File: src/rtl/i2c_xfer_sequencer_pkg.sv
// ==== i2c_xfer_sequencer_pkg : byte-controller command codes, error codes, sequencer states (rev 1.0) ====
`default_nettype none

package i2c_xfer_sequencer_pkg;

  localparam logic [3:0] CMD_IDLE    = 4'd0;
  localparam logic [3:0] CMD_START   = 4'd1;
  localparam logic [3:0] CMD_WRITE   = 4'd2;
  localparam logic [3:0] CMD_READ    = 4'd3;
  localparam logic [3:0] CMD_RD_ACK  = 4'd4;
  localparam logic [3:0] CMD_WR_ACK  = 4'd5;
  localparam logic [3:0] CMD_WR_NAK  = 4'd6;
  localparam logic [3:0] CMD_RESTART = 4'd7;
  localparam logic [3:0] CMD_STOP    = 4'd8;

  localparam logic [1:0] ERR_OK      = 2'd0;
  localparam logic [1:0] ERR_NACK    = 2'd1;
  localparam logic [1:0] ERR_AL      = 2'd2;
  localparam logic [1:0] ERR_TIMEOUT = 2'd3;

  typedef enum logic [3:0] {
    ST_IDLE      = 4'd0,
    ST_START     = 4'd1,
    ST_DEVW      = 4'd2,
    ST_DEVW_ACK  = 4'd3,
    ST_REG       = 4'd4,
    ST_REG_ACK   = 4'd5,
    ST_WDATA     = 4'd6,
    ST_WDATA_ACK = 4'd7,
    ST_RESTART   = 4'd8,
    ST_DEVR      = 4'd9,
    ST_DEVR_ACK  = 4'd10,
    ST_RDATA     = 4'd11,
    ST_RDATA_ACK = 4'd12,
    ST_STOP      = 4'd13,
    ST_DONE      = 4'd14
  } seq_state_e;

endpackage

`default_nettype wire

File: src/rtl/i2c_cmd_watchdog.sv
// ==== i2c_cmd_watchdog : counts cycles since the last command strobe, flags expiry (rev 1.0) ====
`default_nettype none

module i2c_cmd_watchdog #(
  parameter int TIMEOUT_CYC = 1000000
) (
  input  logic clk,
  input  logic rst,
  input  logic clear,
  input  logic enable,
  output logic expire
);

  localparam int         CW    = $clog2(TIMEOUT_CYC + 1);
  localparam logic [CW-1:0] LIMIT = CW'(TIMEOUT_CYC - 1);

  logic [CW-1:0] cnt;

  // The strobe cycle itself is the first elapsed cycle, hence the load of 1.
  always_ff @(posedge clk) begin
    if (rst) begin
      cnt <= '0;
    end else if (clear) begin
      cnt <= CW'(1);
    end else if (enable && (cnt != LIMIT)) begin
      cnt <= cnt + CW'(1);
    end
  end

  assign expire = enable && (cnt == LIMIT);

endmodule

`default_nettype wire

File: src/rtl/i2c_xfer_sequencer.sv
// ==== i2c_xfer_sequencer : register read/write transaction sequencer for the I2C byte controller (rev 1.0) ====
`default_nettype none

module i2c_xfer_sequencer
  import i2c_xfer_sequencer_pkg::*;
#(
  parameter int LEN_W       = 4,
  parameter int TIMEOUT_CYC = 1000000
) (
  input  logic             i_sysclk,
  input  logic             i_reset,
  input  logic             i_req,
  input  logic             i_rnw,
  input  logic [6:0]       i_dev_addr,
  input  logic [7:0]       i_reg_addr,
  input  logic [LEN_W-1:0] i_len,
  output logic             o_busy,
  output logic             o_done,
  output logic [1:0]       o_err,
  input  logic [7:0]       i_wr_data,
  input  logic             i_wr_valid,
  output logic             o_wr_ready,
  output logic [7:0]       o_rd_data,
  output logic             o_rd_valid,
  output logic             o_cmd_trig,
  output logic [3:0]       o_cmd,
  output logic [7:0]       o_data,
  input  logic             i_cmd_ack,
  input  logic             i_i2c_ack,
  input  logic             i_i2c_al,
  input  logic [7:0]       i_data
);

  localparam logic [LEN_W-1:0] ONE = LEN_W'(1);

  seq_state_e       state, state_n;
  logic             waiting, waiting_n;
  logic             rnw;
  logic [6:0]       dev_addr;
  logic [7:0]       reg_addr;
  logic [7:0]       wbyte;
  logic [LEN_W-1:0] count, count_n;
  logic [1:0]       err, err_n;
  logic             accept, rd_capture, wd_clear, wd_expire;

  i2c_cmd_watchdog #(.TIMEOUT_CYC(TIMEOUT_CYC)) u_watchdog (
    .clk    (i_sysclk),
    .rst    (i_reset),
    .clear  (wd_clear),
    .enable (waiting),
    .expire (wd_expire)
  );

  always_ff @(posedge i_sysclk) begin
    if (i_reset) begin
      state   <= ST_IDLE;
      waiting <= 1'b0;
    end else begin
      state   <= state_n;
      waiting <= waiting_n;
    end
  end

  always_ff @(posedge i_sysclk) begin
    if (i_reset) begin
      rnw        <= 1'b0;
      dev_addr   <= '0;
      reg_addr   <= '0;
      wbyte      <= '0;
      count      <= '0;
      err        <= ERR_OK;
      o_rd_valid <= 1'b0;
      o_rd_data  <= '0;
    end else begin
      if (accept) begin
        rnw      <= i_rnw;
        dev_addr <= i_dev_addr;
        reg_addr <= i_reg_addr;
      end
      if (o_wr_ready) wbyte <= i_wr_data;
      count      <= count_n;
      err        <= err_n;
      o_rd_valid <= rd_capture;
      if (rd_capture) o_rd_data <= i_data;
    end
  end

  assign o_busy = (state != ST_IDLE) && (state != ST_DONE);
  assign o_done = (state == ST_DONE);
  assign o_err  = (state == ST_DONE) ? err : ERR_OK;

  always_comb begin
    state_n    = state;
    waiting_n  = waiting;
    count_n    = count;
    err_n      = err;
    accept     = 1'b0;
    rd_capture = 1'b0;
    wd_clear   = 1'b0;
    o_cmd_trig = 1'b0;
    o_wr_ready = 1'b0;
    o_cmd      = CMD_IDLE;
    o_data     = 8'hFF;

    // Command and operand are a function of state, so they hold through WAIT.
    case (state)
      ST_START:     o_cmd = CMD_START;
      ST_DEVW:      begin o_cmd = CMD_WRITE; o_data = {dev_addr, 1'b0}; end
      ST_REG:       begin o_cmd = CMD_WRITE; o_data = reg_addr; end
      ST_WDATA:     begin o_cmd = CMD_WRITE; o_data = waiting ? wbyte : i_wr_data; end
      ST_DEVW_ACK, ST_REG_ACK, ST_WDATA_ACK, ST_DEVR_ACK:
                    o_cmd = CMD_RD_ACK;
      ST_RESTART:   o_cmd = CMD_RESTART;
      ST_DEVR:      begin o_cmd = CMD_WRITE; o_data = {dev_addr, 1'b1}; end
      ST_RDATA:     o_cmd = CMD_READ;
      ST_RDATA_ACK: o_cmd = (count == ONE) ? CMD_WR_NAK : CMD_WR_ACK;
      ST_STOP:      o_cmd = CMD_STOP;
      default:      ;
    endcase

    if (state == ST_IDLE) begin
      if (i_req) begin
        accept  = 1'b1;
        state_n = ST_START;
        count_n = (i_len == '0) ? ONE : i_len;
        err_n   = ERR_OK;
      end
    end else if (state == ST_DONE) begin
      state_n = ST_IDLE;
    end else if (i_i2c_al) begin
      state_n   = ST_DONE;
      waiting_n = 1'b0;
      err_n     = ERR_AL;
    end else if (!waiting) begin
      if ((state != ST_WDATA) || i_wr_valid) begin
        o_cmd_trig = 1'b1;
        o_wr_ready = (state == ST_WDATA);
        wd_clear   = 1'b1;
        waiting_n  = 1'b1;
      end
    end else if (i_cmd_ack) begin
      waiting_n = 1'b0;
      if ((o_cmd == CMD_RD_ACK) && i_i2c_ack) begin
        err_n   = ERR_NACK;
        state_n = ST_STOP;
      end else begin
        case (state)
          ST_START:     state_n = ST_DEVW;
          ST_DEVW:      state_n = ST_DEVW_ACK;
          ST_DEVW_ACK:  state_n = ST_REG;
          ST_REG:       state_n = ST_REG_ACK;
          ST_REG_ACK:   state_n = rnw ? ST_RESTART : ST_WDATA;
          ST_WDATA:     state_n = ST_WDATA_ACK;
          ST_WDATA_ACK: begin
            if (count == ONE) state_n = ST_STOP;
            else begin count_n = count - ONE; state_n = ST_WDATA; end
          end
          ST_RESTART:   state_n = ST_DEVR;
          ST_DEVR:      state_n = ST_DEVR_ACK;
          ST_DEVR_ACK:  state_n = ST_RDATA;
          ST_RDATA:     begin rd_capture = 1'b1; state_n = ST_RDATA_ACK; end
          ST_RDATA_ACK: begin
            if (count == ONE) state_n = ST_STOP;
            else begin count_n = count - ONE; state_n = ST_RDATA; end
          end
          ST_STOP:      state_n = ST_DONE;
          default:      state_n = ST_IDLE;
        endcase
      end
    end else if (wd_expire) begin
      state_n   = ST_DONE;
      waiting_n = 1'b0;
      err_n     = ERR_TIMEOUT;
    end
  end

endmodule

`default_nettype wire

File: config.mk
export PLATFORM = sky130hd
export DESIGN_NAME = i2c_xfer_sequencer
export DESIGN_NICKNAME = d
export VERILOG_FILES = /design/src/rtl/i2c_xfer_sequencer_pkg.sv /design/src/rtl/i2c_cmd_watchdog.sv /design/src/rtl/i2c_xfer_sequencer.sv
export SDC_FILE = /design/constraint.sdc
export NUM_CORES = 1
export LEC_CHECK = 0
export CAP_MARGIN = 20
export CORE_ASPECT_RATIO = 1.4
export CORE_MARGIN = 2
export CORE_UTILIZATION = 35
export DETAILED_ROUTE_END_ITERATION = 16
export HOLD_SLACK_MARGIN = 0.03
export SKIP_CTS_REPAIR_TIMING = 1
export SYNTH_ARGS = -nofsm -noshare
export SYNTH_HDL_FRONTEND = slang
export SYNTH_HIERARCHICAL = 1
export SYNTH_SLANG_ARGS = --single-unit
File: constraint.sdc
create_clock -name i_sysclk -period 3.4 [get_ports i_sysclk]
set_input_delay 1.02 -clock i_sysclk [delete_from_list [all_inputs] [get_ports i_sysclk]]
set_output_delay 1.02 -clock i_sysclk [all_outputs]
set_load 0.02 [all_outputs]
After elaboration in Yosys (flattened, before gate mapping). Cells that the tools add are included. W data, S select, Z words.

Mux-type cells: 60. Bitwise logic cells: 2. Reduce and logical (&&, ||, !) cells: 24. Equal/unequal tests: 26. Add/sub/neg operators: 2.

Operators with widths (count): $mux W4 (20); $pmux W4 S13 (1); $pmux W8 S4 (1); $eq A4 B4 Y1 const B (7); $pmux W4 S7 (1); $mux W1 (25); $add A20 B1 Y20 const B (1); $eq A20 B20 Y1 const B (1); $eq A4 B3 Y1 const B (5); $mux W2 (10); $ne A20 B20 Y1 const B (1); $reduce_bool A4 Y1 (3); $eq A4 B1 Y1 const B (2); $eq A4 B2 Y1 const B (2); $logic_not A4 Y1 (2); $mux W8 (1); $reduce_and A8 Y1 (1); $reduce_bool A2 Y1 (4); $reduce_or A4 Y1 (2); $ne A2 B1 Y1 const B (3); $reduce_and A5 Y1 (1); $reduce_bool A5 Y1 (1); $logic_and A1 B1 Y1 (4); $ne A2 B2 Y1 const B (2); 11 further kinds (13).

Input bits: 43. Register bits after elaboration: 64. Output and inout port bits: 27.

Logic depth before layout (Yosys ltp). Gate-level depths: netlist of run 1.

Depth in word-level cells: 11. Gate-level depth with buffers: 11.

Cells and area by module. The synthesis of run 1 kept the hierarchy.

Modules (own cells, without submodules): i2c_xfer_sequencer (area an instance 2369.8 um2, instances 1, cells each 306); i2c_cmd_watchdog (area an instance 1079.8 um2, instances 1, cells each 125).

Worst setup path before layout of run 1. Ideal clock, no wire load.

Path kind: input to output. Start point: in i_wr_valid. End point: out o_cmd_trig. Setup slack: -0.241 ns. Buffers on the path: 0. Arrival: 2.621 ns. Cell stages on the path: 2. Cells stage by stage: a21oi_1 > a2111oi_0.

Word-level cells in the longest chain between the ends: 6.

Ends and longest elaborated chain: start: declaration (line i2c_xfer_sequencer.sv:21) `input logic i_wr_valid,`; $logic_or A1 B1 Y1 (line i2c_xfer_sequencer.sv:135) `if ((state != ST_WDATA) || i_wr_valid) begin`; $mux W1 (line i2c_xfer_sequencer.sv:135); $mux W1 (line i2c_xfer_sequencer.sv:134) `end else if (!waiting) begin`; $mux W1 (line i2c_xfer_sequencer.sv:130) `end else if (i_i2c_al) begin`; $mux W1 (line i2c_xfer_sequencer.sv:128) `end else if (state == ST_DONE) begin`; $mux W1 (line i2c_xfer_sequencer.sv:121) `if (state == ST_IDLE) begin`; end: declaration (line i2c_xfer_sequencer.sv:25) `output logic o_cmd_trig,`.

No other way between the ends.

Worst setup path after layout of run 1. Ends and elaborated chain as after synthesis.

==> results of run 1 <==
-- logic make-up after synthesis --
| family | after synthesis |
|---|---|
| flip-flops | 64 |
| AO/OA/AOI/OAI | 99 |
| adder cells (fa/ha/maj) | 3 |
| XOR/XNOR | 12 |
| multiplexers | 25 |
| buffers and inverters | 35 |
| AND/OR/NAND/NOR | 193 |
-- critical path, cell delays in order --
cell	delay [ns]
clkdlybuf4s50_1	0.47
a21oi_1	0.08
a2111oi_2	0.36
buf_4	0.18
clkbuf_2	0.16
-- power by group through the flow --
stage	logic, W	clock network (W)	registers (W)
finish	0.00127	0.000833	0.000973
global route	0.00138	0.000894	0.000993
CTS	0.00129	0.000856	0.000969
detailed placement	0.00127	0	0.000983
global placement	0.00126	0	0.000984
floorplan	0.000841	0	0.000916
-- registers in the layout, summed over array words and instances, names as in the netlist --
| register | cells |
|---|---|
| reg_addr | 8 |
| o_rd_data | 8 |
| rnw | 1 |
| u_watchdog/cnt | 20 |
| count | 4 |
| state | 4 |
| waiting | 1 |
| err | 2 |
| dev_addr | 7 |
| o_rd_valid | 1 |
| wbyte | 8 |
-- stage by stage --
| stage | std cells | cell area, µm² | utilization, % | setup WS (ns) |
|---|---|---|---|---|
| after detailed placement | 627 | 4355 | 45.79 | -0.3985 |
| final | 643 | 4658 | 48.97 | 0.1061 |
| after global placement | 627 | 4355 | 45.79 | -0.3904 |
| after CTS | 643 | 4631 | 48.68 | -0.4093 |
| after global routing | 643 | 4658 | 48.97 | 0.01596 |
| after floorplan | 431 | 3451 | - | 0.1259 |
-- placed cells by master (no fill, tap or decap), drive strengths merged, types with 7 or more instances in the layout --
cell type | netlist | layout
o21ai | 20 | 20
mux2i | 25 | 25
nor2 | 47 | 47
nor3 | 8 | 8
inv | 11 | 11
clkdlybuf4s50 | 0 | 58
or3 | 8 | 8
dfxtp | 64 | 64
nand4 | 7 | 7
a21oi | 34 | 34
nand3 | 12 | 12
nand2 | 71 | 71
dlymetal6s2s | 0 | 10
a2bb2oi | 7 | 7
clkbuf | 14 | 12
xor2 | 10 | 10
nor4 | 7 | 7
buf | 10 | 19
-- area by class of cell --
class / count / area (µm²)
timing repair buffer: 88 / 853.3
fill: 941 / 4853
inverter: 11 / 41.29
multi-input combinational: 332 / 2039
clock buffer: 11 / 242.7
clock inverter: 5 / 32.53
tap: 132 / 165.2
sequential: 64 / 1284
-- worst min-delay path by stage --
stage,start,to,slack (ns),depth (start not counted)
5_1_grt,reg_addr[2],reg_addr[2],0.48,2
4_1_cts,reg_addr[3],reg_addr[3],0.45,2
2_1_floorplan,reg_addr[1],reg_addr[1],0.43,2
3_5_place_dp,reg_addr[3],reg_addr[3],0.44,2
6_report,reg_addr[3],reg_addr[3],0.45,2
3_3_place_gp,reg_addr[4],reg_addr[4],0.44,2
-- metal layers --
metal | track usage [%] | wire length (µm)
met5 | 0 | 0
met4 | 5.865 | 159
met3 | 5.442 | 531
met2 | 29.73 | 4615
met1 | 19.97 | 3720
==> flow_results.org, run 1 <==
** Run status
- The run finished with clean final reports.

** Pwr
- Power density cells :: 659.3 nW/µm²
- Sequential cells burn 31.7% of the power.
- Sw power :: 0.001151 W
- Leakage :: 1.782 nW
- Internal Power :: 0.001920 W
- Of the total power, the clock network draws 27.1%.
- In this run switching power makes up 37.48% of total power.
- VDD IR max :: 0.3883 mV
- Logic pwr share :: 41.2%
- Total power for the finished layout comes to 0.003071 W.

** Worst hold path
- The worst hold path belongs to the class flip-flop to flip-flop.

** Synth
- Instance count of the mapped netlist :: 431
- Synthesis instantiated 64 different standard cells from the library.
- The most common cell in the synthesized netlist is nand2_1.
- Dominant cell type by area after synthesis :: dfxtp_1
- In the synthesized netlist, mux cells make up 7.254% of the area.
- Sequential area share after synthesis :: 37.14%
- Xor and xnor fraction of the mapped netlist area :: 3.047%
- Commonest cells in the synthesized netlist :: nand2_1, dfxtp_1, nor2_1
- Summing the areas of all compound-gate instances in the mapped netlist gives 18.86% of the synthesized area.
- Count of flip-flops with a built-in enable after synthesis :: 0
- Synth Flop Type :: dfxtp_1
- Top area cells in the synthesized netlist :: dfxtp_1, nand2_1, mux2i_1, nor2_1, a21oi_1
- Counting flops with an async set or reset pin after synthesis yields a share of 0%.
- Combined area of all synthesized cells :: 3450 µm²
- Syn Nets :: 477
- A synthesized cell averages 8.004 µm².
- #FFs+latches synth :: 64
- Adder and majority gate portion of the synthesized area :: 1.088%
- For this run, the number of Yosys warnings is 6.
- Main combinational cell family by area after synthesis :: simple AND/OR/NAND/NOR gates
- Summed over its instances, the top area cell type makes up 37.14% of the synthesized netlist area.
- Basic-gate share of the synthesized area counting and, or, nand and nor cells :: 28.33%

** Place
- Count of input and output buffers :: 69
- Placer congestion estimate :: 0.8347
- The wire-length estimate of the detail-placed layout is 6.680 mm.

** Setup path
- Critical Path Fanout Max :: 2
- The startpoint identified for the worst register-to-register timing path is u_watchdog/cnt[7].
- Data arrival, critical path :: 2.27 ns
- The worst register-to-register path ends at state[0].
- Measured in cells, the most critical reg-to-reg path has a length of 9.
- Crit path capture :: o_cmd_trig
- Worst setup path startpoint :: i_wr_valid
- The worst setup path is captured at an output pin.
- Setup CP Type :: primary input to output pin
- For the worst setup path, the data required time is 2.38 ns.
- In this run the register-to-register setup slack is 0.71 ns.
- Startpoint class of the critical path :: primary input

** Timing
- Maximum clock frequency :: 0.3036 GHz
- For the pin with the worst max-slew slack, the measured transition is 0.6152 ns.
- Final worst path period need :: 3.294 ns
- Final hold analysis gives a worst-case slack of 0.4510 ns.
- In the finished design, the share of the clock period the worst path needs comes to 96.88%.
- The count of final hold-check violations came to 0.
- Setup_tns :: 0 ns
- Between clock sinks in the finished design, the worst skew comes to 0.006846 ns.
- Setup violations remaining at the end of the flow were counted as 0.
- Setup repair after global routing left no endpoint under its margin.
- The number of pins with negative max-slew slack in the final report came to 0.
- Relative slew slack :: 58.55%

** Clocking
- TritonCTS built the clock tree.
- Sinks on Clock Net :: 64
- The H-tree generated during clock tree synthesis spans 3 levels.
- The clock passes through at most 2 buffers.
- CTS Buf Count :: 9
- Master cell of the clock root buffer :: clkbuf_16
- After clock tree synthesis, the clock-pin slew on the worst setup and hold paths is 0.05 ns.
- Clock insertion delay at the later pin of the skew report :: 0.32 ns

** Die
- Starting density of the core :: 36.27%
- Standard-cell rows :: 42
- Die area :: 10680 µm²
- The floorplan step set the die width to 87.91 µm.
- The die is 121.5 µm tall.
- Core outline area :: 9512 µm²
- Pin placement for this block handled 70 I/O pins.

** Route
- Count of antenna-violating nets left after detailed routing :: 0
- Residual DRC count :: 0
- The final layout contains routed wiring with a total length of 9.026 mm.
- For this block, the via count after detailed routing is 3293.
- Via density per instance :: 5.121
- 1st-iter DRT viols :: 139
- Detailed-router iteration count before antenna repair :: 4
- Dividing the detail-routed wire length by the instance count gives 14.04 µm.

** Global route
- The first global-routing pass estimated 14.69 mm of wire.
- Total routing resource utilization after global routing :: 17.31%
- The number of antenna violations at the first check in global routing came to 0.
- Overflow left after global routing :: 0
- Pin count of the biggest net entering global routing :: 45
- Number of global-route vias before repair :: 3144

** Cells and area
- Antenna diodes :: 0
- In the final layout, the share of cells above drive strength 1 is 10.37%.
- Post-layout nets :: 552
- Post-synthesis to final-layout area growth :: 35.04%

** Run
- # Max-Cap Violations :: 0
No activity file was read; power rests on OpenSTA's default activity.
==> run 2: changes to the inputs <==
--- a/config.mk
+++ b/config.mk
@@ -7,11 +7,11 @@
 export LEC_CHECK = 0
 export CAP_MARGIN = 20
 export CORE_ASPECT_RATIO = 1.4
-export CORE_MARGIN = 2
 export CORE_UTILIZATION = 35
 export DETAILED_ROUTE_END_ITERATION = 16
 export HOLD_SLACK_MARGIN = 0.03
 export SKIP_CTS_REPAIR_TIMING = 1
+export SKIP_LAST_GASP = 1
 export SYNTH_ARGS = -nofsm -noshare
 export SYNTH_HDL_FRONTEND = slang
 export SYNTH_HIERARCHICAL = 1
==> run 2 against run 1 <==
Effect of this change:
- the run now ends with negative setup slack left
- sequential share of layout area barely moved
- clock-buffer cell count fell by 1
- clock skew rose by 0.0027 ns
- sequential power fell by 1%
- fmax fell by 3.5%
- critical path type unchanged
- first-iteration DRC count fell by 7.2%
- utilization fell by 0.053 points
- flip-flop and latch count did not move
- highest routed layer unchanged
- final area fell by 0.11%
- combinational power barely moved
- die area fell by 3.9%
- critical path depth did not move
==> flow_results.org, run 2 (synthesized netlist as in run 1, its figures left out) <==
** Die
- Standard-cell rows :: 42
- 70 I/O pins were placed.
- Starting density of the core :: 36.27%
- Core outline area :: 9512 µm²
- The die covers 10260 µm².
- Die height :: 119.5 µm
- Horizontal die dimension :: 85.91 µm

** Pwr
- Power density cells :: 653.3 nW/µm²
- VDD IR max :: 0.4573 mV
- Leakage :: 1.799 nW

** Worst hold path
- The min-delay analysis places its worst path in the category flip-flop to flip-flop.
- Terminating pin of the worst hold path :: reg_addr[5]
- The worst hold path begins at reg_addr[5].
- Hold depth :: 2

** Cells and area
- The library cell used most frequently in the layout, excluding fill and tap cells, is nand2_1.
- Final non-filler cell area :: 4653 µm²
- Antenna diodes :: 0
- Summing all multi-input logic gate instances after layout gives 2039 µm².
- Post-layout nets :: 552
- Registers take 1281 µm².
- Fill count :: 963
- From synthesis to final layout, the design area changed by 34.89%.
- The top cell types in the final layout, fill and taps aside, are nand2_1, dfxtp_1, clkdlybuf4s50_1.
- The register with the most flip-flops in the final layout is u_watchdog/cnt.
- Max FFs per register :: 20
- In the final layout, the share of cells above drive strength 1 is 9.785%.

** Timing
- Between clock sinks in the finished design, the worst skew comes to 0.009553 ns.
- Static timing analysis puts the maximum clock frequency at 0.2931 GHz.
- Final setup viols :: 1
- Relative slew slack :: 39.80%
- Of the available clock period, the critical path in the final layout requires 100.4%.
- Final critical-path setup slack :: -0.01214 ns
- Final worst hold slack :: 0.4487 ns
- The number of pins with negative max-slew slack in the final report came to 0.
- Hold Violations, Final :: 0
- Final worst path period need :: 3.412 ns
- RSZ-0062 raised after global routing :: yes
- For the pin with the worst max-slew slack, the measured transition is 0.8962 ns.

** Global route
- Overflow left after global routing :: 0
- Wire length of the first global-routing pass :: 15.37 mm
- Total routing resource utilization after global routing :: 19.02%
- Antenna violations before repair :: 0
- Entering global routing, the biggest net connects 45 pins.
- The number of global-route vias before repair is 3248.

** Setup path
- Critical Path Fanout Max :: 5
- Traced cell by cell, the critical path runs through clkdlybuf4s50_1, a21oi_1, a2111oi_2, buf_4, dlymetal6s2s_1.
- Across all register-to-register paths, the minimum setup slack is 0.65 ns.
- Worst path bufs/invs :: 3
- Worst endpoint required time :: 2.38 ns
- The endpoint identified for the worst register-to-register timing path is state[1].
- STA classifies the critical path startpoint as a primary input.
- The slowest stage of the critical path is the clkdlybuf4s50_1 cell.
- R2r worst-path depth :: 9
- Crit path largest cell delay :: 0.47 ns
- STA classifies the critical path endpoint as an output pin.
- Worst setup path startpoint :: i_wr_valid
- Worst R2R Start :: u_watchdog/cnt[7]
- Data on the critical path arrives at its endpoint at 2.39 ns.
- Among cell families on the critical path, the largest total delay comes from buffers and inverters.
- Setup CP Type :: primary input to output pin

** Clocking
- CTS saw 64 sinks.
- CTS Buf Count :: 9
- The H-tree was split into 3 levels.
- The tree is rooted in a clkbuf_16.
- In this run the deepest clock path goes through 2 buffers.
- CTS tree :: yes
- For the worst-skew pair, the clock arrives at the later sink with an insertion delay of 0.33 ns.
- CTS clk-pin slew, worst paths :: 0.05 ns

** Run status
- Violations in the final reports :: negative setup slack
- The run finished, with violations left.

** Route
- Final WL :: 8.990 mm
- The count of nets left with antenna violations once routing finished came out at 0.
- After detailed routing, the number of remaining DRC violations is 0.
- In the final routed layout, each cell accounts on average for 13.98 µm.
- Summing over every cut layer, the via total after detailed routing is 3293.
- In this run, the number of DRC markers left after iteration 0 of detailed routing was 129.
- Using the TritonRoute via totals, the vias-per-cell ratio works out to 5.121.
- The first detailed-routing pass took 4 iterations.

** Run
- # Max-Cap Violations :: 0

** Place
- Area of placed instances :: 4355 µm²
- DPL Wire Length :: 6.772 mm
- The congestion estimate from routability-driven global placement came to 0.8654.
- During placement, the flow inserted port buffers numbering 69.
- Timing analysis after detailed placement gives a worst setup slack of -0.4498 ns.
[run 2: cell count changes in the layout (fill, tap and decap cells not counted), sizes merged]
cell / delta
clkbuf: -2
clkinv: +3
dlymetal6s2s: +1
clkinvlp: -2
[run 2: worst reg2reg max path, cell delays in order (launching register included)]
cell	delay, ns
dfxtp_1	0.41
nor4b_2	0.30
nand4_1	0.10
or4_1	0.49
nor4_1	0.29
and2_1	0.20
o21ai_0	0.22
nor4_1	0.40
a21oi_1	0.12
nor3_1	0.14
[run 2: worst max-delay path by stage]
stage | endpoint | slack [ns] | cells after the start
floorplan | o_cmd_trig | 0.13 | 2
global placement | o_cmd_trig | -0.42 | 5
detailed placement | o_cmd_trig | -0.45 | 5
CTS | o_cmd_trig | -0.46 | 5
global route | o_cmd_trig | -0.05 | 5
finish | o_cmd_trig | -0.01 | 5
[run 2: stage by stage]
step	TNS [ns]	instances	power, W	util [%]
after floorplan	0	431	0.001757	-
after global placement	-1.563	627	0.002234	45.79
after detailed placement	-1.525	627	0.002247	45.79
after CTS	-1.823	643	0.003086	48.58
after global routing	-0.04905	643	0.003256	48.92
final	-0.01214	643	0.003040	48.92
[run 2: layout make-up]
class	instances	share of cell area (%)
Sequential cell	64	27.53
Inverter	11	0.8873
Clock inverter	6	0.7798
Timing Repair Buffer	88	18.50
Clock buffer	10	4.921
Multi-Input combinational cell	332	43.83
Tap cell	132	3.549
[run 2: power by group]
part	internal (W)	switching [W]
Clock	0.000488	0.000327
Combinational	0.000557	0.000705
Sequential	0.000845	0.000117
Total	0.00189	0.00115
[run 2: layer usage]
layer  track usage (%)  wire [µm]
met4             9.375        154
met1             21.88       3823
met3             5.613        474
met5                 0          0
met2             31.70       4537
